**src/rtl/eth_pkg.sv**
```systemverilog
// Shared definitions for the Ethernet transmit path: framing constants,
// CRC32 parameters and the framer state encoding.
package eth_pkg;

    localparam logic [7:0]  ETH_PREAMBLE    = 8'h55;
    localparam logic [7:0]  ETH_SFD         = 8'hD5;
    localparam int          ETH_PRE_LEN     = 7;
    localparam logic [31:0] CRC32_POLY_REFL = 32'hEDB88320;
    localparam logic [31:0] CRC32_INIT      = 32'hFFFFFFFF;

    typedef enum logic [2:0] {
        ST_IDLE,
        ST_PRE,
        ST_SFD,
        ST_PAYLOAD,
        ST_PAD,
        ST_FCS,
        ST_DRAIN,
        ST_IFG
    } tx_state_t;

    // FCS byte idx (0 = least significant) of the complemented running CRC.
    function automatic logic [7:0] fcs_byte(input logic [31:0] crc, input logic [1:0] idx);
        logic [31:0] w_inv;
        w_inv = ~crc;
        return w_inv[{idx, 3'b000} +: 8];
    endfunction

endpackage

```
**src/rtl/eth_crc32_byte.sv**
```systemverilog
// Combinational one-byte step of the reflected IEEE 802.3 CRC32 (LSB first).
// Shared by the transmit framer and the receive checker.
module eth_crc32_byte
    import eth_pkg::*;
(
    input  logic [31:0] i_crc,
    input  logic [7:0]  i_data,
    output logic [31:0] o_crc
);

    always_comb begin
        logic [31:0] w_crc;
        w_crc = i_crc ^ {24'd0, i_data};
        for (int i = 0; i < 8; i++) begin
            w_crc = w_crc[0] ? ((w_crc >> 1) ^ CRC32_POLY_REFL) : (w_crc >> 1);
        end
        o_crc = w_crc;
    end

endmodule

```
**src/rtl/eth_tx_framer.sv**
```systemverilog
// Ethernet transmit framer: wraps an upstream byte stream with preamble/SFD,
// pads to the minimum length, appends the FCS and enforces the inter-frame gap.
module eth_tx_framer
    import eth_pkg::*;
#(
    parameter int MIN_FRAME  = 60,
    parameter int MAX_FRAME  = 1514,
    parameter int IFG_CYCLES = 12,
    parameter bit PAD_EN     = 1'b1
) (
    input  logic        clk,
    input  logic        rst_n,
    input  logic [7:0]  s_data,
    input  logic        s_valid,
    input  logic        s_last,
    output logic        s_ready,
    output logic [7:0]  m_data,
    output logic        m_valid,
    output logic        m_err,
    output logic        busy,
    output logic [15:0] frame_cnt,
    output logic [15:0] abort_cnt
);

    localparam logic [10:0] MIN_LEN  = 11'(MIN_FRAME);
    localparam logic [10:0] MAX_LEN  = 11'(MAX_FRAME);
    localparam logic [7:0]  IFG_LAST = 8'(IFG_CYCLES - 1);
    // IDLE already emits the first preamble byte, so PRE covers the rest.
    localparam logic [7:0]  PRE_LAST = 8'(ETH_PRE_LEN - 2);

    tx_state_t   r_state,     w_state_nxt;
    logic [7:0]  r_m_data,    w_m_data_nxt;
    logic        r_m_valid,   w_m_valid_nxt;
    logic        r_m_err,     w_m_err_nxt;
    logic [31:0] r_crc,       w_crc_nxt;
    logic [10:0] r_count,     w_count_nxt;
    logic [7:0]  r_timer,     w_timer_nxt;
    logic [15:0] r_frame_cnt, w_frame_cnt_nxt;
    logic [15:0] r_abort_cnt, w_abort_cnt_nxt;

    logic [7:0]  w_crc_din;
    logic [31:0] w_crc_step;

    assign w_crc_din = (r_state == ST_PAD) ? 8'h00 : s_data;

    eth_crc32_byte u_crc (
        .i_crc  (r_crc),
        .i_data (w_crc_din),
        .o_crc  (w_crc_step)
    );

    always_comb begin
        // NOTE: every output gets a default first so no path infers a latch.
        w_state_nxt     = r_state;
        w_m_data_nxt    = 8'h00;
        w_m_valid_nxt   = 1'b0;
        w_m_err_nxt     = 1'b0;
        w_crc_nxt       = r_crc;
        w_count_nxt     = r_count;
        w_timer_nxt     = r_timer;
        w_frame_cnt_nxt = r_frame_cnt;
        w_abort_cnt_nxt = r_abort_cnt;

        case (r_state)
            ST_IDLE: begin
                if (s_valid) begin
                    w_state_nxt   = ST_PRE;
                    w_m_data_nxt  = ETH_PREAMBLE;
                    w_m_valid_nxt = 1'b1;
                    w_timer_nxt   = 8'd0;
                end
            end
            ST_PRE: begin
                w_m_data_nxt  = ETH_PREAMBLE;
                w_m_valid_nxt = 1'b1;
                w_timer_nxt   = r_timer + 8'd1;
                if (r_timer == PRE_LAST) w_state_nxt = ST_SFD;
            end
            ST_SFD: begin
                w_m_data_nxt  = ETH_SFD;
                w_m_valid_nxt = 1'b1;
                w_crc_nxt     = CRC32_INIT;
                w_count_nxt   = 11'd0;
                w_state_nxt   = ST_PAYLOAD;
            end
            ST_PAYLOAD: begin
                w_m_valid_nxt = 1'b1;
                if (r_count == MAX_LEN || !s_valid) begin
                    // Underrun or oversize: flag TX_ER and discard the remainder.
                    w_m_err_nxt     = 1'b1;
                    w_abort_cnt_nxt = r_abort_cnt + 16'd1;
                    w_timer_nxt     = 8'd0;
                    w_state_nxt     = (s_valid && s_last) ? ST_IFG : ST_DRAIN;
                end else begin
                    w_m_data_nxt = s_data;
                    w_crc_nxt    = w_crc_step;
                    w_count_nxt  = r_count + 11'd1;
                    if (s_last) begin
                        w_timer_nxt = 8'd0;
                        w_state_nxt = (PAD_EN && (r_count + 11'd1 < MIN_LEN)) ? ST_PAD : ST_FCS;
                    end
                end
            end
            ST_PAD: begin
                w_m_valid_nxt = 1'b1;
                w_crc_nxt     = w_crc_step;
                w_count_nxt   = r_count + 11'd1;
                if (r_count + 11'd1 == MIN_LEN) begin
                    w_timer_nxt = 8'd0;
                    w_state_nxt = ST_FCS;
                end
            end
            ST_FCS: begin
                w_m_data_nxt  = fcs_byte(r_crc, r_timer[1:0]);
                w_m_valid_nxt = 1'b1;
                w_timer_nxt   = r_timer + 8'd1;
                if (r_timer == 8'd3) begin
                    w_frame_cnt_nxt = r_frame_cnt + 16'd1;
                    w_timer_nxt     = 8'd0;
                    w_state_nxt     = ST_IFG;
                end
            end
            ST_DRAIN: begin
                if (s_valid && s_last) begin
                    w_timer_nxt = 8'd0;
                    w_state_nxt = ST_IFG;
                end
            end
            ST_IFG: begin
                w_timer_nxt = r_timer + 8'd1;
                if (r_timer == IFG_LAST) w_state_nxt = ST_IDLE;
            end
            default: w_state_nxt = ST_IDLE;
        endcase
    end

    always_ff @(posedge clk) begin
        // NOTE: sequential state uses non-blocking assignments only.
        if (!rst_n) begin
            r_state     <= ST_IDLE;
            r_m_data    <= 8'h00;
            r_m_valid   <= 1'b0;
            r_m_err     <= 1'b0;
            r_crc       <= CRC32_INIT;
            r_count     <= 11'd0;
            r_timer     <= 8'd0;
            r_frame_cnt <= 16'd0;
            r_abort_cnt <= 16'd0;
        end else begin
            r_state     <= w_state_nxt;
            r_m_data    <= w_m_data_nxt;
            r_m_valid   <= w_m_valid_nxt;
            r_m_err     <= w_m_err_nxt;
            r_crc       <= w_crc_nxt;
            r_count     <= w_count_nxt;
            r_timer     <= w_timer_nxt;
            r_frame_cnt <= w_frame_cnt_nxt;
            r_abort_cnt <= w_abort_cnt_nxt;
        end
    end

    assign s_ready   = (r_state == ST_PAYLOAD) || (r_state == ST_DRAIN);
    assign busy      = (r_state != ST_IDLE);
    assign m_data    = r_m_data;
    assign m_valid   = r_m_valid;
    assign m_err     = r_m_err;
    assign frame_cnt = r_frame_cnt;
    assign abort_cnt = r_abort_cnt;

endmodule

```
**config.mk**
```make
export PLATFORM = sky130hd
export DESIGN_NAME = eth_tx_framer
export DESIGN_NICKNAME = d
export VERILOG_FILES = /design/src/rtl/eth_pkg.sv /design/src/rtl/eth_crc32_byte.sv /design/src/rtl/eth_tx_framer.sv
export SDC_FILE = /design/constraint.sdc
export NUM_CORES = 1
export LEC_CHECK = 0
export ABC_CLOCK_PERIOD_IN_PS = 2700
export BUFFER_PORTS_ARGS = -buffer_cell sky130_fd_sc_hd__buf_2
export CORE_ASPECT_RATIO = 1.4
export CORE_MARGIN = 10
export CORE_UTILIZATION = 54
export DETAILED_ROUTE_END_ITERATION = 16
export PLACE_DENSITY = 0.74
export SETUP_SLACK_MARGIN = 0.02
export SYNTH_ARGS = -nofsm -noshare
export SYNTH_HDL_FRONTEND = slang
export SYNTH_SLANG_ARGS = --single-unit
```
**constraint.sdc**
```tcl
create_clock -name clk -period 2.7 [get_ports clk]
set_input_delay 0.27 -clock clk [delete_from_list [all_inputs] [get_ports clk]]
set_output_delay 0.27 -clock clk [all_outputs]
set_load 0.005 [all_outputs]
```
# Word-level counts from Yosys, hierarchy flattened
# Index checks and enable logic that the tools add are counted.
# op_classes
n_lt_le_gt_ge,1
add_sub_neg,4
n_mux,37
eq_ne,20
n_reduce_logical,16
shifts,1
n_bitwise,10
# op_table
operator,n
two-way mux 32 bit,9
inverter 13 -> 14 bit,8
case mux 32 bit (3 select lines),1
two-way mux 8 bit,8
case mux 8 bit (6 select lines),1
case mux 8 bit (5 select lines),1
case mux 11 bit (3 select lines),1
"adder 16 x 1 -> 16 bit, second input constant",2
inverter 32 bit,1
indexed part select 32 x 6 -> 8 bit,1
bitwise XOR 32 x 8 -> 32 bit,1
two-way mux 3 bit,8
case mux 3 bit (8 select lines),1
"equality test 3 bit, second input constant",4
"inequality test 2 bit, second input constant",6
"adder 11 x 1 -> 11 bit, second input constant",1
"equality test 11 bit, second input constant",1
"equality test 11 x 6 -> 1 bit, second input constant",1
"< comparator 11 x 6 -> 1 bit, second input constant",1
two-way mux 11 bit,1
"adder 8 x 1 -> 8 bit, second input constant",1
"equality test 8 x 2 -> 1 bit, second input constant",1
"equality test 8 x 3 -> 1 bit, second input constant",1
"equality test 8 x 4 -> 1 bit, second input constant",1
other kinds (18),27
# word_totals
register_bits,96
output_inout_bits,44
word_cells,98
input_bits,12

# Logic depth before layout (Yosys ltp)
# logic_depth
ltp_word,21
ltp_mapped,9
mapped_depth_nobuf,8

# By module
# A second synthesis with hierarchy kept.
# hier_totals
cells_unflattened,579
hier_area_um2,5556.6
# by_module_without_submodules
mod,area_per_inst_um2,seq_area_each_um2,cells_per_inst,instances
eth_tx_framer,4619.4,1921.8,516,1
eth_crc32_byte,937.1,0.0,63,1

# Least setup slack after synthesis
# No wires, ideal clock.
# synth_timing
path_type,register -> register
start,register r_state[1]
end,register r_crc[20]
path_buffers,1
arrival_ns,2.141
path_slack_ns,0.442
stages_incl_launch_ff,8
synth_period_minus_slack_ns,2.258
setup_ns,0.117
cell_sequence,dfxtp_1 -> buf_2 -> nor3b_4 -> nor2_2 -> xnor2_4 -> xor3_2 -> xor3_1 -> o22a_1
# synth_via
elab_chain_cells,18
# synth_lines
element,line_no,text
start: declaration,eth_tx_framer.sv:31,"tx_state_t r_state, w_state_nxt;"
start signal: assignment,eth_tx_framer.sv:150,r_state <= w_state_nxt;
equality test 3 bit,"eth_tx_framer.sv:44, eth_tx_framer.sv:64",
two-way mux 8 bit,eth_tx_framer.sv:44,assign w_crc_din = (r_state == ST_PAD) ? 8'h00 : s_data;
bitwise XOR 32 x 8 -> 32 bit,eth_crc32_byte.sv:13,"w_crc = i_crc ^ {24'd0, i_data};"
two-way mux 32 bit,eth_crc32_byte.sv:15,w_crc = w_crc[0] ? ((w_crc >> 1) ^ CRC32_POLY_REFL) : (w_crc >> 1);
inverter 13 -> 14 bit (no source line),-,
two-way mux 32 bit (2 in series),eth_crc32_byte.sv:15,
inverter 13 -> 14 bit (no source line),-,
two-way mux 32 bit,eth_crc32_byte.sv:15,
inverter 13 -> 14 bit (no source line),-,
two-way mux 32 bit (2 in series),eth_crc32_byte.sv:15,
inverter 13 -> 14 bit (no source line),-,
two-way mux 32 bit,eth_crc32_byte.sv:15,
inverter 13 -> 14 bit (no source line),-,
two-way mux 32 bit,eth_crc32_byte.sv:15,
two-way mux 32 bit,eth_tx_framer.sv:88,if (r_count == MAX_LEN || !s_valid) begin
case mux 32 bit (3 select lines),eth_tx_framer.sv:64,case (r_state)
end signal: assignment,eth_tx_framer.sv:154,r_crc <= w_crc_nxt;
end: declaration,eth_tx_framer.sv:35,"logic [31:0] r_crc, w_crc_nxt;"
# Several ways; a longest one is shown, not always the timed one. The select of a mux whose other input is x is not followed.
# A chain may end at the register's enable or synchronous reset.

# Worst setup path after layout
# layout_timing
start,register r_state[1]
end,"register r_abort_cnt[12], in the netlist abort_cnt[12]"
# layout_via
elab_chain_cells,2
# layout_lines
element,line_no,text
equality test 3 x 2 -> 1 bit,eth_tx_framer.sv:64,
AND reduction 2 bit (no source line),-,
end signal: assignment,eth_tx_framer.sv:158,r_abort_cnt <= w_abort_cnt_nxt;
end: declaration,eth_tx_framer.sv:39,"logic [15:0] r_abort_cnt, w_abort_cnt_nxt;"
# Every way passes these cells.

==> flow_summary.toml <==
[sta]
slew_headroom = 0.549
drv_slew = 0
finalHoldViolCount = 0
finalCritPeriodShare = 0.922
rsz0062_at_grt = "no"
fin_skew_ps = 12.0
period_minus_slack_ps = 2490
setup_tns_ps = 0
clock.fmax_mhz = 402
tightestPinTransition_ps = 672
setup_viol = 0

[logic_synthesis]
async_flop_share = 0
synth-edff-count = 0
syn_avg_cell_area_um2 = 8.73
syn_area_mm2 = 0.00559
synth_cells = 640
synth_flop_cell = "dfxtp_1"
yosys_warnings = 0
synth-seq-cells = 96
synth_seq_area_share = 0.344
synth_fp_nets = 658
synth.distinct_cells = 67

[die]
floorplan.die.width_um = 106
die_area_mm2 = 0.0149
initial_utilization = 0.559
dieHeight_um = 140
ioPinCount = 56
coreArea_mm2 = 0.0100
num_rows = 43

[flow_run]
maxCapViolCount = 0

[global_route]
grt_pass1_vias = 4888
grt-ovfl-total = 0
grt_max_degree = 37
grt_pass1_wl_um = 23900
grtUsageTotal = 0.197
grt_antenna_before_repair = 0

[setup_path]
worstPathArrival_ps = 2770
path_class = "flip-flop to flip-flop"
start_kind = "flip-flop"
cp.required_ps = 2980
worstPathMaxFanout = 16
crit_path_end_kind = "flip-flop"

[clock_tree]
root_buffer = "clkbuf_16"
clock_latency_ps = 350
clk_pin_slew_worst_paths_ps = 80
htreeDepth = 3
clock_sinks = 96
clock_path_buffers = 2
tritoncts = "built"
cts_buffers = 9
post-cts-setup-buffer-count = 0

[route]
num_vias = 4857
via_per_inst = 5.85
drt_first_iter_violations = 304
drtAntennaViolNets = 0
wl_per_cell_um = 17.6
drc = 0
firstDrtPassIters = 6
routed_wl_um = 14600

[final_layout]
syn2layout_area_growth_pct = 13.2
postLayoutCellArea_mm2 = 0.00633
final_cells = 830
drive_gt1_frac = 0.176
nets = 708
antennaDiodeCount = 0

[pwr]
p_leak_nw = 2.42
p_per_area_mw_per_mm2 = 479
ir_drop_uv = 382

[placement]
placed_area_mm2 = 0.00604
gp_congestion = 0.906
dpl.cell_count = 814
portBuffers = 55
dp_hpwl_um = 10700

[run_status]
status = "complete, no violations"

[worst_hold_path]
hold_path.class = "input port to flip-flop"
-- timing repair --
action | 4_1_cts | 5_1_grt
resized for setup | 0 | 1
hold buffers | 0 | 0
endpoints found under the setup margin | 0 | 1
-- logic make-up after synthesis --
family | count (synthesis) | share of synthesized area
flops | 96 | 0.344
xor+xnor | 108 | 0.208
simple gates | 246 | 0.220
mux | 12 | 0.0394
buf+inv | 49 | 0.0351
fa+ha+maj | 6 | 0.0134
compound gates | 123 | 0.140
-- layout by cell type (no fill, tap or decap), types with 3 or more instances in the layout --
master	instances
nand3_1	15
buf_4	21
o22ai_1	9
clkbuf_16	9
nor3b_1	3
nor3_1	9
nand2_1	57
mux4_2	8
o21ai_0	36
dfxtp_1	96
or3_1	9
and4_1	3
a31oi_1	12
a21oi_1	27
o22a_1	13
nand2b_1	4
nor2_1	90
mux2i_1	4
xor3_1	4
inv_1	12
xnor2_1	51
and3_1	9
ha_1	6
nand4_1	11
xor2_1	42
xnor3_1	5
nor4_1	8
buf_2	55
or4_1	3
or2_2	3
o211ai_1	4
-- metal layers --
metal	routed length [um]	track usage	up-vias
met3	779	0.0427	52
met2	7250	0.342	172
li1	-	-	2344
met1	5760	0.207	2289
met4	789	0.132	0
met5	0	0	-
-- stage by stage --
| stage | total power, mW | hold slack (ps) | util | setup slack, ps |
|---|---|---|---|---|
| floorplan | 1.74 | 408 | - | 442 |
| global placement | 1.81 | 454 | 0.604 | 313 |
| detailed placement | 1.82 | 458 | 0.604 | 241 |
| CTS | 3.07 | 202 | 0.632 | 209 |
| global route | 3.15 | 216 | 0.632 | 61.3 |
| finish | 3.03 | 225 | 0.632 | 210 |
-- layout make-up --
class | instances | area, um2
well taps | 135 | 169
flip-flops and latches | 96 | 1920
clock buffers | 9 | 225
clock inverters | 7 | 60.1
multi-input cells | 495 | 3470
fillers | 852 | 3680
repair buffers | 76 | 433
inverters | 12 | 45.0
-- path summary, 6_finish.rpt --
path | cells after the start | slack [ps] | end | startpoint
worst max-delay path | 5 | 210 | abort_cnt[12] | r_state[1]
worst min-delay path | 3 | 230 | m_data[3] | s_data[3]
worst max register to register | 5 | 210 | abort_cnt[12] | r_state[1]
worst min register to register | 1 | 460 | r_timer[7] | r_timer[7]
-- state kept, by name, indices dropped and copies added (netlist names) --
signal	flops
r_crc	32
abort_cnt	16
frame_cnt	16
r_count	11
m_data	8
r_timer	8
r_state	3
m_err	1
m_valid	1
-- critical path: stages (launching register included) --
cell and delay, ps:
dfxtp_1 660, nand2_1 190, or2_1 430, or4_1 640
or3_1 340, a21oi_1 150
-- cell usage after synthesis, types with 2 or more instances --
cell type | instances | area (um2)
a211oi_1 | 2 | 15.0
a21oi_1 | 27 | 135
a221oi_1 | 2 | 17.5
a31oi_1 | 12 | 75.1
a31oi_2 | 2 | 25.0
and2_1 | 2 | 12.5
and3_1 | 9 | 56.3
and3b_1 | 2 | 17.5
and4_1 | 3 | 26.3
buf_2 | 10 | 50.1
clkbuf_1 | 26 | 97.6
dfxtp_1 | 96 | 1920
ha_1 | 6 | 75.1
inv_1 | 12 | 45.0
mux2i_1 | 4 | 40.0
mux4_2 | 8 | 180
nand2_1 | 57 | 214
nand2b_1 | 4 | 25.0
nand3_1 | 15 | 75.1
nand4_1 | 11 | 68.8
nor2_1 | 90 | 338
nor2_2 | 2 | 12.5
nor2b_1 | 2 | 12.5
nor3_1 | 9 | 45.0
nor3b_1 | 3 | 22.5
nor4_1 | 8 | 50.1
o211ai_1 | 4 | 30.0
o21a_1 | 2 | 15.0
o21ai_0 | 36 | 180
o22a_1 | 13 | 114
o22ai_1 | 9 | 56.3
o2bb2ai_1 | 2 | 17.5
o311ai_1 | 2 | 17.5
o31ai_1 | 2 | 15.0
or2_1 | 2 | 12.5
or2_2 | 3 | 18.8
or3_1 | 9 | 56.3
or4_1 | 3 | 22.5
xnor2_1 | 51 | 447
xnor2_4 | 2 | 55.1
xnor3_1 | 5 | 113
xor2_1 | 42 | 368
xor2_2 | 2 | 32.5
xor3_1 | 4 | 95.1
-- power breakdown --
| part | switching (mW) | total, mW | leakage (nW) | internal (mW) |
|---|---|---|---|---|
| combinational | 0.188 | 0.357 | 1.51 | 0.169 |
| sequential | 0.00649 | 1.43 | 0.776 | 1.42 |
| clock | 0.604 | 1.25 | 0.136 | 0.643 |
(Power assumes the default switching activity.)
